`src/rtl/uart_hamming_pkg.sv`:
```
// Shared constants, FSM encoding and syndrome helper for the UART Hamming(12,8) link.
// The transmitter/encoder side uses the same parity and data position tables.
package uart_hamming_pkg;

  localparam int unsigned CLK_HZ           = 100_000_000;
  localparam int unsigned BIT_RATE         = 115_200;
  localparam int unsigned DEF_CLKS_PER_BIT = CLK_HZ / BIT_RATE;

  localparam int unsigned CW_W     = 12;
  localparam int unsigned DATA_W   = 8;
  localparam int unsigned SYN_W    = 4;
  localparam int unsigned N_PARITY = 4;

  localparam int unsigned PARITY_POS [N_PARITY] = '{1, 2, 4, 8};
  localparam int unsigned DATA_POS   [DATA_W]   = '{3, 5, 6, 7, 9, 10, 11, 12};

  typedef enum logic [2:0] {
    ST_IDLE,
    ST_START,
    ST_DATA,
    ST_STOP,
    ST_DECODE
  } rx_state_e;

  // Syndrome bit k is the even-parity check over every position whose index has bit k set.
  function automatic logic [SYN_W-1:0] hamming_syndrome(input logic [CW_W:1] cw);
    logic [SYN_W-1:0] syn;
    syn = '0;
    for (int unsigned k = 0; k < N_PARITY; k++) begin
      for (int unsigned p = 1; p <= CW_W; p++) begin
        if ((p & PARITY_POS[k]) != 0) syn[k] = syn[k] ^ cw[p];
      end
    end
    return syn;
  endfunction

endpackage

```
`src/rtl/hamming12_8_dec.sv`:
```
// Combinational Hamming(12,8) single-error-correcting decoder.
// Syndromes 13..15 point outside the codeword and are reported as uncorrectable.
module hamming12_8_dec
  import uart_hamming_pkg::*;
(
  input  logic [CW_W:1]     cw_i,
  output logic [DATA_W-1:0] data_o,
  output logic [SYN_W-1:0]  syndrome_o,
  output logic              corrected_o,
  output logic              uncorrectable_o
);

  logic [CW_W:1] fixed;

  always_comb begin
    syndrome_o      = hamming_syndrome(cw_i);
    corrected_o     = (syndrome_o != '0) && (syndrome_o <= SYN_W'(CW_W));
    uncorrectable_o = (syndrome_o > SYN_W'(CW_W));

    fixed = cw_i;
    for (int unsigned p = 1; p <= CW_W; p++) begin
      if (corrected_o && (syndrome_o == SYN_W'(p))) fixed[p] = ~cw_i[p];
    end

    data_o = '0;
    for (int unsigned i = 0; i < DATA_W; i++) begin
      data_o[i] = fixed[DATA_POS[i]];
    end
  end

endmodule

```
`src/rtl/uart_rx_hamming_dec.sv`:
```
// UART receiver for 14-bit frames (start, c1..c12, stop) with Hamming(12,8) decode.
// Result registers update on the edge leaving DECODE, together with a one-cycle valid.
module uart_rx_hamming_dec
  import uart_hamming_pkg::*;
#(
  parameter int unsigned CLKS_PER_BIT = DEF_CLKS_PER_BIT,
  parameter int unsigned SYNC_STAGES  = 2
) (
  input  logic       clk,
  input  logic       reset,
  input  logic       serial_in,
  output logic [7:0] parallel_out,
  output logic       valid,
  output logic       err_corrected,
  output logic       err_uncorrectable,
  output logic       frame_err,
  output logic       busy
);

  localparam int unsigned      CNT_W    = $clog2(CLKS_PER_BIT);
  localparam logic [CNT_W-1:0] CNT_HALF = CNT_W'(CLKS_PER_BIT / 2);
  localparam logic [CNT_W-1:0] CNT_LAST = CNT_W'(CLKS_PER_BIT - 1);

  rx_state_e               state_q, state_d;
  logic [SYNC_STAGES-1:0]  sync_q, sync_d;
  logic                    prev_q, prev_d;
  logic [CNT_W-1:0]        cnt_q, cnt_d;
  logic [3:0]              idx_q, idx_d;
  logic [CW_W:1]           cw_q, cw_d;
  logic                    stop_err_q, stop_err_d;
  logic [DATA_W-1:0]       data_q, data_d;
  logic                    corr_q, corr_d;
  logic                    unc_q, unc_d;
  logic                    ferr_q, ferr_d;
  logic                    valid_q, valid_d;

  logic                    line;
  logic [DATA_W-1:0]       dec_data;
  logic [SYN_W-1:0]        dec_syndrome;
  logic                    dec_corrected;
  logic                    dec_uncorrectable;
  logic                    unused_syndrome;

  assign line            = sync_q[SYNC_STAGES-1];
  assign unused_syndrome = ^dec_syndrome;

  hamming12_8_dec u_dec (
    .cw_i            (cw_q),
    .data_o          (dec_data),
    .syndrome_o      (dec_syndrome),
    .corrected_o     (dec_corrected),
    .uncorrectable_o (dec_uncorrectable)
  );

  always_ff @(posedge clk) begin
    if (!reset) begin
      state_q    <= ST_IDLE;
      sync_q     <= '1;
      prev_q     <= 1'b1;
      cnt_q      <= '0;
      idx_q      <= '0;
      cw_q       <= '0;
      stop_err_q <= 1'b0;
      data_q     <= '0;
      corr_q     <= 1'b0;
      unc_q      <= 1'b0;
      ferr_q     <= 1'b0;
      valid_q    <= 1'b0;
    end else begin
      state_q    <= state_d;
      sync_q     <= sync_d;
      prev_q     <= prev_d;
      cnt_q      <= cnt_d;
      idx_q      <= idx_d;
      cw_q       <= cw_d;
      stop_err_q <= stop_err_d;
      data_q     <= data_d;
      corr_q     <= corr_d;
      unc_q      <= unc_d;
      ferr_q     <= ferr_d;
      valid_q    <= valid_d;
    end
  end

  always_comb begin
    state_d    = state_q;
    sync_d     = {sync_q[SYNC_STAGES-2:0], serial_in};
    prev_d     = line;
    cnt_d      = cnt_q;
    idx_d      = idx_q;
    cw_d       = cw_q;
    stop_err_d = stop_err_q;
    data_d     = data_q;
    corr_d     = corr_q;
    unc_d      = unc_q;
    ferr_d     = ferr_q;
    valid_d    = 1'b0;

    unique case (state_q)
      ST_IDLE: begin
        if (prev_q && !line) begin
          state_d = ST_START;
          cnt_d   = '0;
        end
      end
      ST_START: begin
        if (cnt_q == CNT_HALF) begin
          cnt_d = '0;
          if (!line) begin
            state_d = ST_DATA;
            idx_d   = 4'd1;
          end else begin
            state_d = ST_IDLE;
          end
        end else begin
          cnt_d = cnt_q + CNT_W'(1);
        end
      end
      ST_DATA: begin
        if (cnt_q == CNT_LAST) begin
          cnt_d = '0;
          // Shifting in from the top leaves c1 (sent first) at cw[1] after 12 samples.
          cw_d  = {line, cw_q[CW_W:2]};
          idx_d = idx_q + 4'd1;
          if (idx_q == 4'(CW_W)) state_d = ST_STOP;
        end else begin
          cnt_d = cnt_q + CNT_W'(1);
        end
      end
      ST_STOP: begin
        if (cnt_q == CNT_LAST) begin
          cnt_d      = '0;
          stop_err_d = ~line;
          state_d    = ST_DECODE;
        end else begin
          cnt_d = cnt_q + CNT_W'(1);
        end
      end
      ST_DECODE: begin
        data_d  = dec_data;
        corr_d  = dec_corrected;
        unc_d   = dec_uncorrectable;
        ferr_d  = stop_err_q;
        valid_d = 1'b1;
        state_d = ST_IDLE;
      end
      default: state_d = ST_IDLE;
    endcase
  end

  assign parallel_out      = data_q;
  assign valid             = valid_q;
  assign err_corrected     = corr_q;
  assign err_uncorrectable = unc_q;
  assign frame_err         = ferr_q;
  assign busy              = (state_q != ST_IDLE) || valid_q;

endmodule

```
`config.mk`:
```
export PLATFORM = sky130hd
export DESIGN_NAME = uart_rx_hamming_dec
export DESIGN_NICKNAME = d
export VERILOG_FILES = /design/src/rtl/uart_hamming_pkg.sv /design/src/rtl/hamming12_8_dec.sv /design/src/rtl/uart_rx_hamming_dec.sv
export SDC_FILE = /design/constraint.sdc
export NUM_CORES = 1
export LEC_CHECK = 0
export CAP_MARGIN = 15
export CORE_ASPECT_RATIO = 0.8
export CORE_MARGIN = 5
export CORE_UTILIZATION = 50
export CTS_CLUSTER_DIAMETER = 80
export DETAILED_ROUTE_END_ITERATION = 10
export PLACE_DENSITY = 0.69
export SYNTH_ARGS = -nofsm -noshare
export SYNTH_HDL_FRONTEND = slang
export SYNTH_SLANG_ARGS = --single-unit
```
`constraint.sdc`:
```
create_clock -name clk -period 2.5 [get_ports clk]
set_input_delay 0.5 -clock clk [delete_from_list [all_inputs] [get_ports clk]]
set_output_delay 0.5 -clock clk [all_outputs]
set_load 0.005 [all_outputs]
```
==> flow_metrics.py, run 1 <==
metrics = {
    "route": {
        "routed_wl_um": 4750,
        "drtIter0Drc": 154,
        "ant_nets": 0,
        "via_per_inst": 5.37,
        "drc_errors": 0,
        "routedWlPerCell_um": 14.2,
        "first_pass_iters": 4,
        "via_count": 1800,
    },
    "floorplan": {
        "die_x_um": 85.8,
        "ioPinCount": 16,
        "start_util_pct": 51.0,
        "core_um2": 4510,
        "die_h_um": 70.7,
        "rows": 22,
        "die_area_um2": 6070,
    },
    "final_layout": {
        "final_cell_mix": "dfxtp_1 (45), nand2_1 (35), a21oi_1 (28)",
        "stdcell_count": 335,
        "drive_gt1_share_pct": 9.45,
        "final_common_cell": "dfxtp_1",
        "fin_area_um2": 2600,
        "nets": 281,
        "antennaDiodeCount": 0,
        "syn_to_final_growth_pct": 13.0,
    },
    "pwr": {
        "power_switching_share_pct": 32.6,
        "internal_power_mw": 1.09,
        "irDropWorstVdd_mv": 0.458,
        "p_comb_share_pct": 21.9,
        "p_leak_nw": 0.941,
        "p_switching_uw": 527,
        "p_total_mw": 1.62,
        "clkPwrFrac_pct": 29.9,
        "power_density_nw_per_um2": 622,
        "seqPwrFrac_pct": 48.2,
    },
    "grt": {
        "grt_usage_pct": 16.7,
        "grt_max_degree": 29,
        "antenna_found_initial": 0,
        "grt_pass1_wl_um": 8020,
        "grt_remaining_overflow": 0,
        "grt_pass1_vias": 1637,
    },
    "timing": {
        "setup_tns_ns": 0,
        "final_hold_viol_count": 0,
        "min_period_ns": 2.28,
        "finClkSkew_ns": 0.0175,
        "maxSlewHeadroom_pct": 59.5,
        "slew_viol_final": 0,
        "rsz0062_at_grt": "false",
        "tightest_slew_ns": 0.605,
        "fmax_mhz": 439,
        "period_share_pct": 91.1,
        "setup_violations": 0,
    },
    "clock_tree": {
        "clk_pin_slew_ns": 0.10,
        "postCtsSetupBuffers": 0,
        "ctsResizeCount": 0,
        "numCtsBuffers": 5,
        "cts.sinks": 45,
        "cts-root-buf": "clkbuf_8",
        "hold_buffers": 0,
        "clk_path_buf_depth": 2,
        "clock_latency_ns": 0.32,
        "htreeDepth": 2,
        "cts_tree": "built",
    },
    "hold_path": {
        "min_from": "sync_q[0]$_SDFF_PN1_",
        "hold_path_depth": 1,
        "hold_path.class": "flop to flop",
        "holdPathEnd": "sync_q[1]$_SDFF_PN1_",
    },
    "synthesis": {
        "yosys.cell_types.count": 52,
        "synthTopCellsByArea": "dfxtp_1 (39%), a21oi_1 (6.1%), nand2_1 (5.7%)",
        "synthesis.area_um2": 2300,
        "syn_avg_cell_area_um2": 8.85,
        "ys_seq_elements": 45,
        "synthArstFlopShare_pct": 0,
        "synthCells": 260,
        "yosysSeqAreaShare_pct": 39.2,
        "synth_top_area_share_pct": 39.2,
        "syn_nets": 267,
        "yosys_warnings": 0,
        "synth_edf_count": 0,
        "ys.flop_type": "dfxtp_1",
        "synth_area_leader_cell": "dfxtp_1",
    },
    "placed_design": {
        "port_buffers": 15,
        "dpl.hpwl_um": 3450,
        "placedCellCount": 327,
        "place.gp.congestion": 0.861,
        "placed_cell_area_um2": 2510,
    },
    "worst_setup_path": {
        "critPathKind": "flop to output pin",
        "reg2reg_to": "idx_q[3]$_SDFFE_PN0P_",
        "cp-end-kind": "output pin",
        "required_ns": 2.00,
        "path_delay_family": "simple AND/OR/NAND/NOR gates",
        "critPathArrivalTime_ns": 1.78,
        "rrSetupSlack_ns": 0.29,
        "cp_max_fo": 10,
        "critical-path-max-stage-delay_ns": 0.50,
        "rr_worst_depth": 6,
        "critical_path.startpoint_type": "flop",
        "cp_cell_sequence": "nor3_1 -> nand2b_1 -> clkdlybuf4s50_1",
        "rr_startpoint": "cnt_q[1]$_SDFFE_PN0P_",
        "path_buf_inv": 1,
        "critPathSlowestCell": "nor3_1",
    },
    "job": {
        "drv_cap": 0,
    },
    "run_status": {
        "outcome": "finished, final reports clean",
    },
}
[synthesized netlist by cell type (2+ instances only)]
library cell,instances
dfxtp_1,45
nand2_1,35
a21oi_1,28
nor2_1,23
o21ai_0,10
xnor2_1,10
clkbuf_1,8
inv_1,8
xor2_1,8
nand2b_1,7
nand3_1,7
nand4_1,6
a211oi_1,4
and2_1,4
and3_1,4
buf_2,4
ha_1,4
a21o_1,2
a22oi_1,2
a31oi_1,2
and4bb_1,2
buf_4,2
nand3b_1,2
or4_1,2
xnor2_2,2
xnor3_1,2
xnor3_2,2
[area by class of cell]
cell class              instances  area, um^2
well taps                      60        75.1
clock buffers                   5        68.8
clock inverters                 3        25.0
repair buffers                 21         195
multi-input cells             193        1310
flip-flops and latches         45         901
fillers                       427        1910
inverters                       8        30.0
[stage by stage]
stage	hold WS (ns)	util (%)	worst slack (ns)
2_1_floorplan	0.386	-	0.572
3_3_place_gp	0.396	55.5	0.439
3_5_place_dp	0.398	55.5	0.354
4_1_cts	0.424	57.6	0.243
5_1_grt	0.432	57.6	0.0951
6_report	0.420	57.6	0.222
[worst reg2reg max path: cells and delay by family (launching register included)]
family | cells | cell delay [ns]
compound gates | 2 | 0.28
fa+ha+maj | 1 | 0.24
flops | 1 | 0.42
simple gates | 3 | 1.19
[registers in the layout, summed over array words and instances, names as in the netlist]
register and cells:
frame_err 1, valid 1, state_q 3, cnt_q 10, idx_q 4, err_uncorrectable 1, err_corrected 1, prev_q 1
stop_err_q 1, cw_q 12, parallel_out 8, sync_q 2
[layer usage]
layer	global-route usage (%)	wire length (um)
met5	0	0
met4	5.27	49
met3	4.07	283
met2	22.8	1960
met1	25.6	2460
[how the worst max path moves through the flow]
stage | startpoint | to | cells past startpoint
2_1_floorplan | cnt_q[1]$_SDFFE_PN0P_ | idx_q[3]$_SDFFE_PN0P_ | 6
3_3_place_gp | cnt_q[1]$_SDFFE_PN0P_ | idx_q[3]$_SDFFE_PN0P_ | 6
3_5_place_dp | cnt_q[1]$_SDFFE_PN0P_ | idx_q[3]$_SDFFE_PN0P_ | 6
4_1_cts | state_q[2]$_SDFFE_PN0P_ | busy | 3
5_1_grt | cnt_q[1]$_SDFFE_PN0P_ | cnt_q[6]$_SDFFE_PN0P_ | 6
6_report | state_q[2]$_SDFFE_PN0P_ | busy | 3
[power groups by stage]
stage                     registers, mW  logic, mW  clock network, mW
after floorplan                   0.787      0.258                  0
after global placement            0.794      0.347                  0
after detailed placement          0.796      0.350                  0
after CTS                         0.779      0.350              0.498
after global routing              0.785      0.390              0.535
final                             0.780      0.354              0.483
[logic make-up (layout without fill, tap and decap cells)]
logic type                 count (synthesis)  after routing  share of synthesized area, %
xor gates and xnor gates                  26             26                          14.5
and+or+nand+nor                          106            106                          24.7
DFF                                       45             45                          39.2
buffers and inverters                     22             37                          4.13
adders and majority gates                  4              4                          2.18
muxes                                      1              1                         0.435
AOI/OAI and AO/OA                         56             56                          14.8
No activity file was read; power rests on OpenSTA's default activity.
==> run 2, diff against run 1 <==
- CTS_BUF_LIST: default -> sky130_fd_sc_hd__clkbuf_4 sky130_fd_sc_hd__clkbuf_8
==> results of run 2 <==
No change in the layout: final DEF, timing and power equal those of run 1.
